<file path="src/rtl/alu_pkg.sv">
// Shared opcode encodings and FSM state type for the registered ALU.
package alu_pkg;

   localparam logic [2:0] OP_NOP  = 3'b000;
   localparam logic [2:0] OP_ADD  = 3'b001;
   localparam logic [2:0] OP_SHLA = 3'b010;
   localparam logic [2:0] OP_SHLB = 3'b011;
   localparam logic [2:0] OP_SUB  = 3'b100;
   localparam logic [2:0] OP_MUL  = 3'b101;
   localparam logic [2:0] OP_AND  = 3'b110;
   localparam logic [2:0] OP_OR   = 3'b111;

   typedef enum logic {
      S_IDLE     = 1'b0,
      S_MUL_BUSY = 1'b1
   } state_t;

endpackage

</file>
<file path="src/rtl/adder.sv">
// Plain N-bit ripple adder with carry in and carry out.
module adder #(
   parameter int N = 8
) (
   input  logic [N-1:0] a,
   input  logic [N-1:0] b,
   input  logic         cin,
   output logic [N-1:0] sum,
   output logic         cout
);

   logic [N:0] full;

   always_comb begin
      full = {1'b0, a} + {1'b0, b} + {{N{1'b0}}, cin};
   end

   assign sum  = full[N-1:0];
   assign cout = full[N];

endmodule

</file>
<file path="src/rtl/shift_add_mul.sv">
// N-cycle unsigned shift-add multiplier; done flags the cycle whose next product is final.
module shift_add_mul #(
   parameter int N = 8
) (
   input  logic           clk,
   input  logic           rst_n,
   input  logic           start,
   input  logic [N-1:0]   a,
   input  logic [N-1:0]   b,
   output logic           busy,
   output logic           done,
   output logic [2*N-1:0] product
);

   localparam int CW = (N > 2) ? $clog2(N) : 1;
   localparam logic [CW-1:0] LAST = CW'(N - 1);

   logic           busy_q,  busy_d;
   logic [CW-1:0]  cnt_q,   cnt_d;
   logic [2*N-1:0] acc_q,   acc_d;
   logic [N-1:0]   mcand_q, mcand_d;
   logic [N:0]     hi_sum;
   logic [2*N-1:0] acc_step;

   // The multiplier sits in the low half and drains out as the product fills in from the top.
   always_comb begin
      hi_sum   = {1'b0, acc_q[2*N-1:N]} + (acc_q[0] ? {1'b0, mcand_q} : {(N+1){1'b0}});
      acc_step = {hi_sum, acc_q[N-1:1]};
   end

   always_comb begin
      busy_d  = busy_q;
      cnt_d   = cnt_q;
      acc_d   = acc_q;
      mcand_d = mcand_q;
      if (start) begin
         busy_d  = 1'b1;
         cnt_d   = '0;
         acc_d   = {{N{1'b0}}, b};
         mcand_d = a;
      end else if (busy_q) begin
         acc_d = acc_step;
         cnt_d = cnt_q + 1'b1;
         if (cnt_q == LAST) begin
            busy_d = 1'b0;
         end
      end
   end

   always_ff @(posedge clk or negedge rst_n) begin
      if (!rst_n) begin
         busy_q  <= 1'b0;
         cnt_q   <= '0;
         acc_q   <= '0;
         mcand_q <= '0;
      end else begin
         busy_q  <= busy_d;
         cnt_q   <= cnt_d;
         acc_q   <= acc_d;
         mcand_q <= mcand_d;
      end
   end

   assign busy    = busy_q;
   assign done    = busy_q && (cnt_q == LAST);
   assign product = acc_step;

endmodule

</file>
<file path="src/rtl/seq_alu.sv">
// Registered ALU: single-cycle ops finish at the accept edge, MUL finishes N edges later.
// start/ready: a request is taken on a rising edge with start=1 and ready=1; otherwise it is dropped.
module seq_alu
   import alu_pkg::*;
#(
   parameter int N = 8
) (
   input  logic         clk,
   input  logic         rst_n,
   input  logic         start,
   input  logic [2:0]   op,
   input  logic [N-1:0] a,
   input  logic [N-1:0] b,
   output logic         ready,
   output logic         done,
   output logic [N-1:0] result,
   output logic [N-1:0] result_hi,
   output logic         cf,
   output logic         ovf,
   output logic         zf
);

   state_t         state_q, state_d;
   logic [N-1:0]   result_q, result_d;
   logic [N-1:0]   result_hi_q, result_hi_d;
   logic           cf_q, cf_d;
   logic           ovf_q, ovf_d;
   logic           zf_q, zf_d;
   logic           done_q, done_d;

   logic [N-1:0]   add_sum;
   logic           add_cout;
   logic [N:0]     sub_full;
   logic [N-1:0]   sub_res;
   logic           mul_start;
   logic           mul_busy;
   logic           mul_done;
   logic [2*N-1:0] mul_product;

   adder #(.N(N)) u_adder (
      .a    (a),
      .b    (b),
      .cin  (1'b0),
      .sum  (add_sum),
      .cout (add_cout)
   );

   shift_add_mul #(.N(N)) u_mul (
      .clk     (clk),
      .rst_n   (rst_n),
      .start   (mul_start),
      .a       (a),
      .b       (b),
      .busy    (mul_busy),
      .done    (mul_done),
      .product (mul_product)
   );

   // Carry out of a + ~b + 1 is the inverse of the borrow.
   always_comb begin
      sub_full = {1'b0, a} + {1'b0, ~b} + {{N{1'b0}}, 1'b1};
      sub_res  = sub_full[N-1:0];
   end

   always_comb begin
      state_d     = state_q;
      result_d    = result_q;
      result_hi_d = result_hi_q;
      cf_d        = cf_q;
      ovf_d       = ovf_q;
      zf_d        = zf_q;
      done_d      = 1'b0;
      mul_start   = 1'b0;
      unique case (state_q)
         S_IDLE: begin
            if (start) begin
               done_d      = 1'b1;
               result_hi_d = '0;
               cf_d        = 1'b0;
               ovf_d       = 1'b0;
               case (op)
                  OP_NOP: result_hi_d = result_hi_q;
                  OP_ADD: begin
                     result_d = add_sum;
                     cf_d     = add_cout;
                     ovf_d    = (a[N-1] == b[N-1]) && (add_sum[N-1] != a[N-1]);
                  end
                  OP_SHLA: begin
                     result_d = {a[N-2:0], 1'b0};
                     cf_d     = a[N-1];
                  end
                  OP_SHLB: begin
                     result_d = {b[N-2:0], 1'b0};
                     cf_d     = b[N-1];
                  end
                  OP_SUB: begin
                     result_d = sub_res;
                     cf_d     = ~sub_full[N];
                     ovf_d    = (a[N-1] != b[N-1]) && (sub_res[N-1] != a[N-1]);
                  end
                  OP_MUL: begin
                     done_d      = 1'b0;
                     result_hi_d = result_hi_q;
                     cf_d        = cf_q;
                     ovf_d       = ovf_q;
                     mul_start   = 1'b1;
                     state_d     = S_MUL_BUSY;
                  end
                  OP_AND: result_d = a & b;
                  OP_OR:  result_d = a | b;
                  default: ;
               endcase
               if (done_d) begin
                  zf_d = (result_d == '0);
               end
            end
         end
         S_MUL_BUSY: begin
            if (mul_done) begin
               result_d    = mul_product[N-1:0];
               result_hi_d = mul_product[2*N-1:N];
               cf_d        = |mul_product[2*N-1:N];
               ovf_d       = |mul_product[2*N-1:N];
               zf_d        = (mul_product[N-1:0] == '0);
               done_d      = 1'b1;
               state_d     = S_IDLE;
            end
         end
         default: state_d = S_IDLE;
      endcase
   end

   always_ff @(posedge clk or negedge rst_n) begin
      if (!rst_n) begin
         state_q     <= S_IDLE;
         result_q    <= '0;
         result_hi_q <= '0;
         cf_q        <= 1'b0;
         ovf_q       <= 1'b0;
         zf_q        <= 1'b1;
         done_q      <= 1'b0;
      end else begin
         state_q     <= state_d;
         result_q    <= result_d;
         result_hi_q <= result_hi_d;
         cf_q        <= cf_d;
         ovf_q       <= ovf_d;
         zf_q        <= zf_d;
         done_q      <= done_d;
      end
   end

   assign ready     = (state_q == S_IDLE) && !mul_busy;
   assign done      = done_q;
   assign result    = result_q;
   assign result_hi = result_hi_q;
   assign cf        = cf_q;
   assign ovf       = ovf_q;
   assign zf        = zf_q;

endmodule

</file>
<file path="config.mk">
export PLATFORM = sky130hd
export DESIGN_NAME = seq_alu
export DESIGN_NICKNAME = d
export VERILOG_FILES = /design/src/rtl/alu_pkg.sv /design/src/rtl/adder.sv /design/src/rtl/shift_add_mul.sv /design/src/rtl/seq_alu.sv
export SDC_FILE = /design/constraint.sdc
export NUM_CORES = 1
export LEC_CHECK = 0
export CORE_UTILIZATION = 45
export CTS_BUF_LIST = sky130_fd_sc_hd__clkbuf_4 sky130_fd_sc_hd__clkbuf_8
export CTS_CLUSTER_DIAMETER = 30
export DETAILED_ROUTE_END_ITERATION = 10
export GPL_TIMING_DRIVEN = 1
export PLACE_DENSITY = 0.74
export RECOVER_POWER = 50
export SLEW_MARGIN = 5
export SYNTH_ARGS = -nofsm -noshare
export SYNTH_HDL_FRONTEND = slang
export SYNTH_SLANG_ARGS = --single-unit
</file>
<file path="constraint.sdc">
create_clock -name clk -period 7.4 [get_ports clk]
set_input_delay 1.85 -clock clk [delete_from_list [all_inputs] [get_ports clk]]
set_output_delay 1.85 -clock clk [all_outputs]
set_load 0.005 [all_outputs]
</file>
==> results of run 1 <==
-- cell usage in the layout, fill, tap and decap left out, types with 22 or more instances in the layout --
cell	instances
nor2_1	47
o21ai_0	23
inv_1	30
a21oi_1	30
ha_1	34
mux2i_1	22
nand2_1	29
dfrtp_1	48
clkdlybuf4s50_1	31
-- metrics by stage --
step	utilization (%)	std cells	total power [mW]
floorplan	-	431	0.918
global placement	52.3	562	1.14
detailed placement	52.3	562	1.16
CTS	53.4	570	1.33
global route	53.4	570	1.43
finish	53.4	570	1.33
-- cells by family (layout without fill, tap and decap cells) --
| kind of cell | Yosys count | after routing | share of synthesized area (%) |
|---|---|---|---|
| flops | 49 | 49 | 32.0 |
| compound gates | 132 | 132 | 24.6 |
| buf+inv | 50 | 84 | 5.85 |
| xor+xnor | 6 | 6 | 1.37 |
| simple gates | 127 | 127 | 15.4 |
| mux | 30 | 30 | 8.10 |
| fa+ha+maj | 37 | 37 | 12.7 |
-- per-layer routing --
layer | GRT usage (%) | routed length [µm] | vias up
met5 | 0 | 0 | -
met4 | 5.77 | 113 | 0
met3 | 3.07 | 563 | 12
met2 | 35.1 | 4470 | 133
met1 | 34.8 | 4790 | 1660
li1 | - | - | 1641
-- worst max-delay path: stages --
cell and delay, ps:
clkdlybuf4s50_1 470, buf_4 340, nor2b_1 590, nand2_1 200, nor2_2 990, buf_4 310, o21ai_0 100
-- layout make-up --
class / instances / area (µm²) / area share (%)
multi-input cells: 332 / 2380 / 54.3
flip-flops and latches: 49 / 1230 / 28.0
repair buffers: 46 / 444 / 10.1
well taps: 105 / 131 / 2.99
inverters: 30 / 113 / 2.57
clock buffers: 7 / 83.8 / 1.91
clock inverters: 1 / 7.51 / 0.171
-- sequential cells by signal, indices dropped and copies added (netlist names) --
register / cells
result: 8
zf: 1
u_mul.cnt_q: 3
state_q: 1
cf: 1
u_mul.mcand_q: 8
done: 1
ovf: 1
u_mul.acc_q: 16
result_hi: 8
u_mul.busy: 1
-- power by group through the flow --
stage	clock network (mW)	logic, mW	registers [mW]
global placement	0	0.630	0.511
detailed placement	0	0.647	0.516
CTS	0.168	0.652	0.512
floorplan	0	0.453	0.465
global route	0.178	0.722	0.531
finish	0.165	0.647	0.514
-- how the worst max path moves through the flow --
stage / endpoint / cells after the start / startpoint
after floorplan: result[7] / 9 / a[1]
after global routing: u_mul.acc_q[3] / 8 / op[0]
after CTS: u_mul.acc_q[3] / 8 / op[0]
final: u_mul.acc_q[3] / 7 / op[0]
after global placement: u_mul.mcand_q[5] / 6 / op[0]
after detailed placement: u_mul.acc_q[3] / 7 / op[0]
==> results.py, run 1 <==
metrics = {
    "global_routing": {
        "grt_pass1_vias": 3111,
        "grt_pass1_wl_um": 16000,
        "antenna_found_initial": 0,
        "grt_max_degree": 50,
        "grt.total_usage_pct": 23.3,
        "gr-total-overflow": 0,
    },
    "cells_and_area": {
        "fillers": 770,
        "final_layout_size_suffix_gt1_share_pct": 6.88,
        "final_cell_area_um2": 4390,
        "fin_nets": 523,
        "area_growth_pct": 14.6,
        "diodes": 0,
    },
    "worst_setup_path": {
        "arrival_ps": 4880,
        "ff2ff_path_depth": 10,
        "worst_setup_path_start_kind": "input pin",
        "critical_path_class": "input pin to flip-flop",
        "setup.worst_path.end_class": "flip-flop",
        "cp.required_ps": 7580,
        "critPathMaxFanout": 37,
        "rrSetupSlack_ps": 4440,
        "r2r-start": "u_mul.acc_q[0]",
        "worstReg2RegEnd": "ovf",
    },
    "synth": {
        "netlist.area_leader.share_pct": 31.4,
        "synth_seq_cells": 49,
        "yosysUniqueCellTypes": 66,
        "avgSynthCellArea_um2": 8.89,
        "synth_edf_count": 0,
        "synth_cells": 431,
        "synth_common_cells": "dfrtp_1, nor2_1, ha_1, a21oi_1, inv_1",
        "synth-main-ff-cell": "dfrtp_1",
        "synthTopCellsByArea": "dfrtp_1, ha_1, mux2i_1",
        "yosys.area.top_type": "dfrtp_1",
        "synth_area_um2": 3830,
        "yosysWarningCount": 0,
        "synthArstFlopShare_pct": 100,
        "synth_nets": 490,
        "ys_seq_area_share_pct": 32.0,
    },
    "power_and_ir_drop": {
        "leakage_nw": 2.00,
        "pwr_density_cell_nw_per_um2": 302,
        "power_frac_comb_pct": 48.8,
        "vdd_ir_drop_max_v": 0.000135,
        "p_int_mw": 0.788,
        "seqPwrFrac_pct": 38.7,
        "p_clk_share_pct": 12.5,
        "power.switching_mw": 0.539,
        "switching_share_pct": 40.7,
    },
    "timing": {
        "fin_tns_setup_ps": 0,
        "maxSlewHeadroom_pct": -70.7,
        "period_needed_ps": 4700,
        "setup_violations": 0,
        "worst_slew_pin_slew_ps": 2560,
        "hold_viol": 0,
        "rsz0062_at_grt": "false",
        "fmax_mhz": 213,
        "finalCritPeriodShare_pct": 63.6,
        "clock_skew_ps": 12.0,
        "setup_ws_ps": 2700,
        "holdWs_ps": 479,
        "slew_viol_final": 50,
    },
    "min_path": {
        "worstHoldStart": "result_hi[0]",
        "whs_path_depth": 2,
        "min_to": "result_hi[0]",
        "hold_path.class": "flip-flop to flip-flop",
    },
    "placement": {
        "place_area_um2": 4300,
        "numPortBuffers": 42,
        "place_hpwl_um": 7350,
        "preCtsSetupSlack_ps": 2440,
        "gp_congestion": 0.922,
    },
    "clock_tree": {
        "htreeDepth": 2,
        "holdBufCountCts": 0,
        "cts.clk_slew.worst_paths_ps": 90,
        "cts_buffers": 5,
        "cts_tree": "built",
        "clk_latency_ps": 310,
        "cts_root_buffer": "clkbuf_8",
        "clock_path_buffers": 2,
        "post_cts_buffers": 0,
        "cts.sink_count": 49,
        "ctsResizeCount": 0,
    },
    "flow_run": {
        "maxCapViolations": 1,
    },
    "floorplanning": {
        "core_um2": 8220,
        "start_util_pct": 46.6,
        "die_w_um": 94.3,
        "die_h_um": 94.3,
        "io_pins": 43,
        "rows": 33,
        "dieArea_um2": 8880,
    },
    "run_status": {
        "outcome": "finished, violations left",
        "violations": "max-capacitance violations, max-slew violations",
    },
    "detailed_routing": {
        "wl_um": 9950,
        "drcViolationCount": 0,
        "antenna_left": 0,
        "wl_per_cell_um": 17.4,
        "num_vias": 3446,
        "first_pass_iters": 4,
        "drt_iter0_markers": 248,
        "vias_per_cell": 6.05,
    },
}
No activity file was read; power rests on OpenSTA's default activity.
==> inputs of run 2 (changes only) <==
--- a/config.mk
+++ b/config.mk
@@ -10,7 +10,7 @@
 export CTS_CLUSTER_DIAMETER = 30
 export DETAILED_ROUTE_END_ITERATION = 10
 export GPL_TIMING_DRIVEN = 1
-export PLACE_DENSITY = 0.74
+export PLACE_DENSITY = 0.77
 export RECOVER_POWER = 50
 export SLEW_MARGIN = 5
 export SYNTH_ARGS = -nofsm -noshare
==> constraint.sdc (replaced) <==
create_clock -name clk -period 3.79 [get_ports clk]
set_input_delay 0.9475 -clock clk [delete_from_list [all_inputs] [get_ports clk]]
set_output_delay 0.9475 -clock clk [all_outputs]
set_load 0.005 [all_outputs]
==> run 2 against run 1 <==
The run still ends with max-capacitance violations, max-slew violations left; routed wire length is 5.1% higher; total power is 100% higher; register-to-register slack worse by 3700 ps; worst hold slack better by 6.7 ps; clock-buffer cell count stayed put; utilization is 1.6 points higher; cell count is 2.5% higher; setup slack worse by 2300 ps; flip-flop and latch count stayed put; die area stayed put; critical endpoint is now zf; highest routed layer unchanged.
==> results.py, run 2 (synthesis gave the netlist of run 1 again) <==
metrics = {
    "detailed_routing": {
        "vias_per_cell": 6.08,
        "drcViolationCount": 0,
        "drt_iter0_markers": 203,
        "antenna_left": 0,
        "wl_per_cell_um": 17.9,
        "num_vias": 3550,
        "wl_um": 10500,
        "first_pass_iters": 5,
    },
    "cells_and_area": {
        "final_layout_size_suffix_gt1_share_pct": 9.60,
        "largest_reg_flops": 16,
        "diodes": 0,
        "area_growth_pct": 17.9,
        "fin_nets": 537,
        "largest_register": "u_mul.acc_q",
        "final_common_cell": "dfrtp_1",
        "final_cell_mix": "dfrtp_1, nor2_1, ha_1, clkdlybuf4s50_1",
    },
    "timing": {
        "fmax_mhz": 292,
        "period_needed_ps": 3430,
        "setup_violations": 0,
        "fin_tns_setup_ps": 0,
        "maxSlewHeadroom_pct": -75.7,
        "rsz0062_at_grt": "false",
        "clock_skew_ps": 7.83,
        "setup_ws_ps": 363,
        "hold_viol": 0,
        "finalCritPeriodShare_pct": 90.4,
        "slew_viol_final": 50,
        "worst_slew_pin_slew_ps": 2640,
    },
    "worst_setup_path": {
        "cp.required_ps": 4020,
        "critical_path_buf_inv_count": 1,
        "critical-path-slowest-cell": "clkdlybuf4s50_1",
        "critical_path_class": "input pin to flip-flop",
        "critPathMaxFanout": 5,
        "arrival_ps": 3660,
        "setup.worst_path.end_class": "flip-flop",
        "crit_top_cell": "a21oi_1",
        "slowest_delay_ps": 510,
        "worst_setup_path_start_kind": "input pin",
        "path_delay_family": "compound AO/OA/AOI/OAI gates",
        "crit_chain": "clkdlybuf4s50_1 > ha_1 > fa_1 > a21oi_1 > o21bai_1 > a221oi_1 > o22ai_1 > a211oi_1 > o211ai_1 > a21oi_1",
    },
    "global_routing": {
        "antenna_found_initial": 0,
        "grt.total_usage_pct": 25.1,
        "grt_max_degree": 50,
        "grt_pass1_vias": 3402,
        "grt_pass1_wl_um": 17300,
        "gr-total-overflow": 0,
    },
    "min_path": {
        "hold_path.class": "flip-flop to flip-flop",
    },
    "floorplanning": {
        "io_pins": 43,
        "die_w_um": 94.3,
        "rows": 33,
        "start_util_pct": 46.6,
        "core_um2": 8220,
        "die_h_um": 94.3,
        "dieArea_um2": 8880,
    },
    "clock_tree": {
        "cts_buffers": 5,
        "clock_path_buffers": 2,
        "holdBufCountCts": 0,
        "cts.sink_count": 49,
        "post_cts_buffers": 0,
        "htreeDepth": 2,
        "cts_root_buffer": "clkbuf_8",
        "cts_tree": "built",
        "ctsResizeCount": 0,
        "clk_latency_ps": 300,
        "cts.clk_slew.worst_paths_ps": 90,
    },
    "flow_run": {
        "maxCapViolations": 1,
    },
    "run_status": {
        "violations": "max-capacitance violations, max-slew violations",
        "outcome": "finished, violations left",
    },
    "placement": {
        "gp_congestion": 0.921,
        "preCtsSetupSlack_ps": 78.4,
        "place_hpwl_um": 8030,
        "numPortBuffers": 42,
    },
    "power_and_ir_drop": {
        "pwr_density_cell_nw_per_um2": 587,
        "leakage_nw": 2.09,
        "vdd_ir_drop_max_v": 0.000290,
    },
}
==> run 2: worst min-delay path, delay by kind of cell (launching register included) <==
family / cells / cell delay (ps)
AND/OR/NAND/NOR: 1 / 50
AO/OA/AOI/OAI: 1 / 60
flip-flops: 1 / 350
==> run 2: metal layers <==
metal	up-vias	global-route usage, %	routed length, µm
met4	0	6.92	210
met1	1715	35.8	4750
met5	-	0	0
met2	154	39.9	4830
met3	18	2.99	666
li1	1663	-	-
==> run 2: final cells by class <==
| type | instances | area, µm² |
|---|---|---|
| Tap cell | 105 | 131 |
| Clock buffer | 7 | 96.3 |
| Sequential cell | 49 | 1230 |
| Fill cell | 770 | 3700 |
| Multi-Input combinational cell | 332 | 2380 |
| Timing Repair Buffer | 60 | 562 |
| Clock inverter | 1 | 5.00 |
| Inverter | 30 | 113 |
==> run 2: power breakdown <==
group / total [mW] / switching, mW / leakage [nW] / internal (mW)
clock: 0.337 / 0.172 / 0.0542 / 0.165
combinational: 1.30 / 0.656 / 1.42 / 0.646
sequential: 1.01 / 0.250 / 0.611 / 0.762
==> run 2: through the flow <==
stage,cell area (µm²),hold WS [ps],power (mW),util [%],std cells
after floorplan,3830,472,1.79,-,431
after global placement,4420,461,2.25,53.7,576
after detailed placement,4420,475,2.32,53.7,576
after CTS,4520,495,2.66,55.0,584
after global routing,4520,520,2.86,55.0,584
final,4520,486,2.65,55.0,584
==> run 2: worst paths after layout <==
path / slack [ps] / cells after the start / endpoint / startpoint
hold / removal: 490 / 2 / result_hi[1] / result_hi[1]
hold reg to reg: 490 / 2 / result_hi[1] / result_hi[1]
setup / recovery: 360 / 10 / zf / b[0]
min in group asynchronous: 1470 / 1 / result_hi[5] / rst_n
max in group asynchronous: 830 / 1 / u_mul.mcand_q[1] / rst_n
setup reg to reg: 770 / 10 / ovf / u_mul.acc_q[0]
==> inputs of run 3 (changes only) <==
--- a/config.mk
+++ b/config.mk
@@ -10,7 +10,7 @@
 export CTS_CLUSTER_DIAMETER = 30
 export DETAILED_ROUTE_END_ITERATION = 10
 export GPL_TIMING_DRIVEN = 1
-export PLACE_DENSITY = 0.77
+export PLACE_DENSITY = 0.74
 export RECOVER_POWER = 50
 export SLEW_MARGIN = 5
 export SYNTH_ARGS = -nofsm -noshare
==> constraint.sdc (replaced) <==
create_clock -name clk -period 3.7 [get_ports clk]
set_input_delay 0.925 -clock clk [delete_from_list [all_inputs] [get_ports clk]]
set_output_delay 0.925 -clock clk [all_outputs]
set_load 0.005 [all_outputs]
==> run 3 against run 2 <==
The run still ends with max-capacitance violations, max-slew violations left; utilization rose by 0.73 points; setup slack got worse by 270 ps; global-route usage fell by 1.4 points; clock power rose by 21%; flip-flop and latch count did not move; non-clock buffer count rose by 6; cell count rose by 1.0%; design area rose by 1.3%; combinational power rose by 5%; clock skew rose by 0.70 ps; via count fell by 1.4%; clock-buffer cell count did not move; critical endpoint unchanged; largest cell class unchanged.
==> results.py, run 3 (synthesis gave the netlist of run 1 again) <==
metrics = {
    "power_and_ir_drop": {
        "pwr_density_cell_nw_per_um2": 599,
        "switching_share_pct": 38.8,
        "power_frac_comb_pct": 49.5,
        "leakage_nw": 2.12,
        "finalPower_mw": 2.74,
        "vdd_ir_drop_max_v": 0.000214,
        "seqPwrFrac_pct": 35.5,
        "p_int_mw": 1.68,
        "power.switching_mw": 1.06,
        "p_clk_share_pct": 14.9,
    },
    "cells_and_area": {
        "largest_reg_flops": 16,
        "multi_input_area_um2": 2380,
        "final_cell_mix": "dfrtp_1, nor2_1, ha_1, clkdlybuf4s50_1",
        "final_layout_size_suffix_gt1_share_pct": 10.5,
        "final_util_pct": 55.7,
        "register_area_um2": 1230,
        "largest_register": "u_mul.acc_q",
        "fillers": 747,
        "fin_nets": 543,
        "final_cells": 590,
        "final_common_cell": "dfrtp_1",
        "area_growth_pct": 19.5,
        "diodes": 0,
    },
    "worst_setup_path": {
        "setup.worst_path.end_class": "flip-flop",
        "worst_setup_path_start_kind": "input pin",
        "rrSetupSlack_ps": 790,
        "cp.required_ps": 3930,
        "critPathMaxFanout": 3,
        "r2r-start": "u_mul.acc_q[0]",
        "ff2ff_path_depth": 10,
        "arrival_ps": 3840,
        "worstReg2RegEnd": "ovf",
        "critical_path_class": "input pin to flip-flop",
    },
    "detailed_routing": {
        "drt_iter0_markers": 235,
        "wl_um": 9910,
        "vias_per_cell": 5.94,
        "drcViolationCount": 0,
        "wl_per_cell_um": 16.8,
        "first_pass_iters": 5,
        "num_vias": 3502,
        "antenna_left": 0,
    },
    "clock_tree": {
        "clock_path_buffers": 2,
        "cts_root_buffer": "clkbuf_8",
        "cts_buffers": 5,
        "htreeDepth": 2,
        "cts.clk_slew.worst_paths_ps": 90,
        "cts_tree": "built",
        "post_cts_buffers": 0,
        "clk_latency_ps": 310,
        "cts.sink_count": 49,
        "holdBufCountCts": 0,
        "ctsResizeCount": 0,
    },
    "placement": {
        "place_hpwl_um": 7520,
        "gp_congestion": 0.908,
        "place_inst": 582,
        "numPortBuffers": 42,
    },
    "timing": {
        "maxSlewHeadroom_pct": -77.9,
        "hold_viol": 0,
        "slew_viol_final": 50,
        "period_needed_ps": 3610,
        "worst_slew_pin_slew_ps": 2670,
        "rsz0062_at_grt": "false",
        "finalCritPeriodShare_pct": 97.5,
        "fmax_mhz": 277,
        "clock_skew_ps": 8.52,
        "setup_violations": 0,
    },
    "min_path": {
        "min_to": "result_hi[4]",
        "worstHoldStart": "result_hi[4]",
        "whs_path_depth": 2,
        "hold_path.class": "flip-flop to flip-flop",
    },
    "global_routing": {
        "grt_pass1_wl_um": 16600,
        "grt_pass1_vias": 3263,
        "grt_max_degree": 50,
        "antenna_found_initial": 0,
        "gr-total-overflow": 0,
        "grt.total_usage_pct": 23.8,
    },
    "run_status": {
        "outcome": "finished, violations left",
        "violations": "max-capacitance violations, max-slew violations",
    },
    "floorplanning": {
        "dieArea_um2": 8880,
        "io_pins": 43,
        "rows": 33,
        "core_um2": 8220,
        "start_util_pct": 46.6,
        "die_h_um": 94.3,
        "die_w_um": 94.3,
    },
    "flow_run": {
        "maxCapViolations": 1,
    },
}
-- run 3: cell count changes in the layout (fill, tap and decap cells not counted) --
cell / change
buf_4: +5
bufinv_16: +1
clkbuf_1: +1
clkbuf_4: +1
clkbuf_8: -1
clkdlybuf4s50_1: +1
clkinv_2: -1
dlygate4sd3_1: -1
-- run 3: worst max path at each step --
stage,from,endpoint
global route,a[1],zf
detailed placement,a[1],result[7]
floorplan,a[1],result[7]
global placement,a[1],result[7]
CTS,a[1],zf
finish,a[1],zf
-- run 3: worst max-delay path, cell delays in order --
cell,delay [ps]
clkdlybuf4s50_1,470
inv_1,70
ha_1,320
a21oi_1,220
o211ai_1,200
o41ai_1,420
buf_4,200
nor2_1,40
a2111oi_1,620
o32ai_1,190
a21oi_1,160
-- run 3: final cells by class --
| type | instances | area share [%] |
|---|---|---|
| clock buffers | 7 | 1.97 |
| clock inverters | 1 | 0.656 |
| inverters | 30 | 2.46 |
| multi-input cells | 332 | 52.0 |
| flip-flops and latches | 49 | 26.8 |
| well taps | 105 | 2.87 |
| repair buffers | 66 | 13.2 |
-- run 3: through the flow --
stage,cell area [µm²],hold slack [ps],setup TNS (ps),setup WS (ps)
after detailed placement,4460,489,-107,-58.9
final,4580,494,0,92.9
after global placement,4460,463,0,28.3
after global routing,4580,529,0,8.97
after CTS,4580,508,0,184
after floorplan,3830,472,0,858
-- run 3: per-layer routing --
layer / wire, µm / track usage [%]
met1: 4780 / 35.9
met2: 4340 / 35.9
met3: 582 / 2.91
met4: 201 / 5.26
met5: 0 / 0
-- run 3: power groups by stage --
stage	combinational (mW)	sequential [mW]	clock (mW)
3_3_place_gp	1.33	0.974	0
3_5_place_dp	1.36	0.981	0
6_report	1.36	0.975	0.409
4_1_cts	1.37	0.972	0.412
5_1_grt	1.53	1.01	0.434
2_1_floorplan	0.907	0.930	0
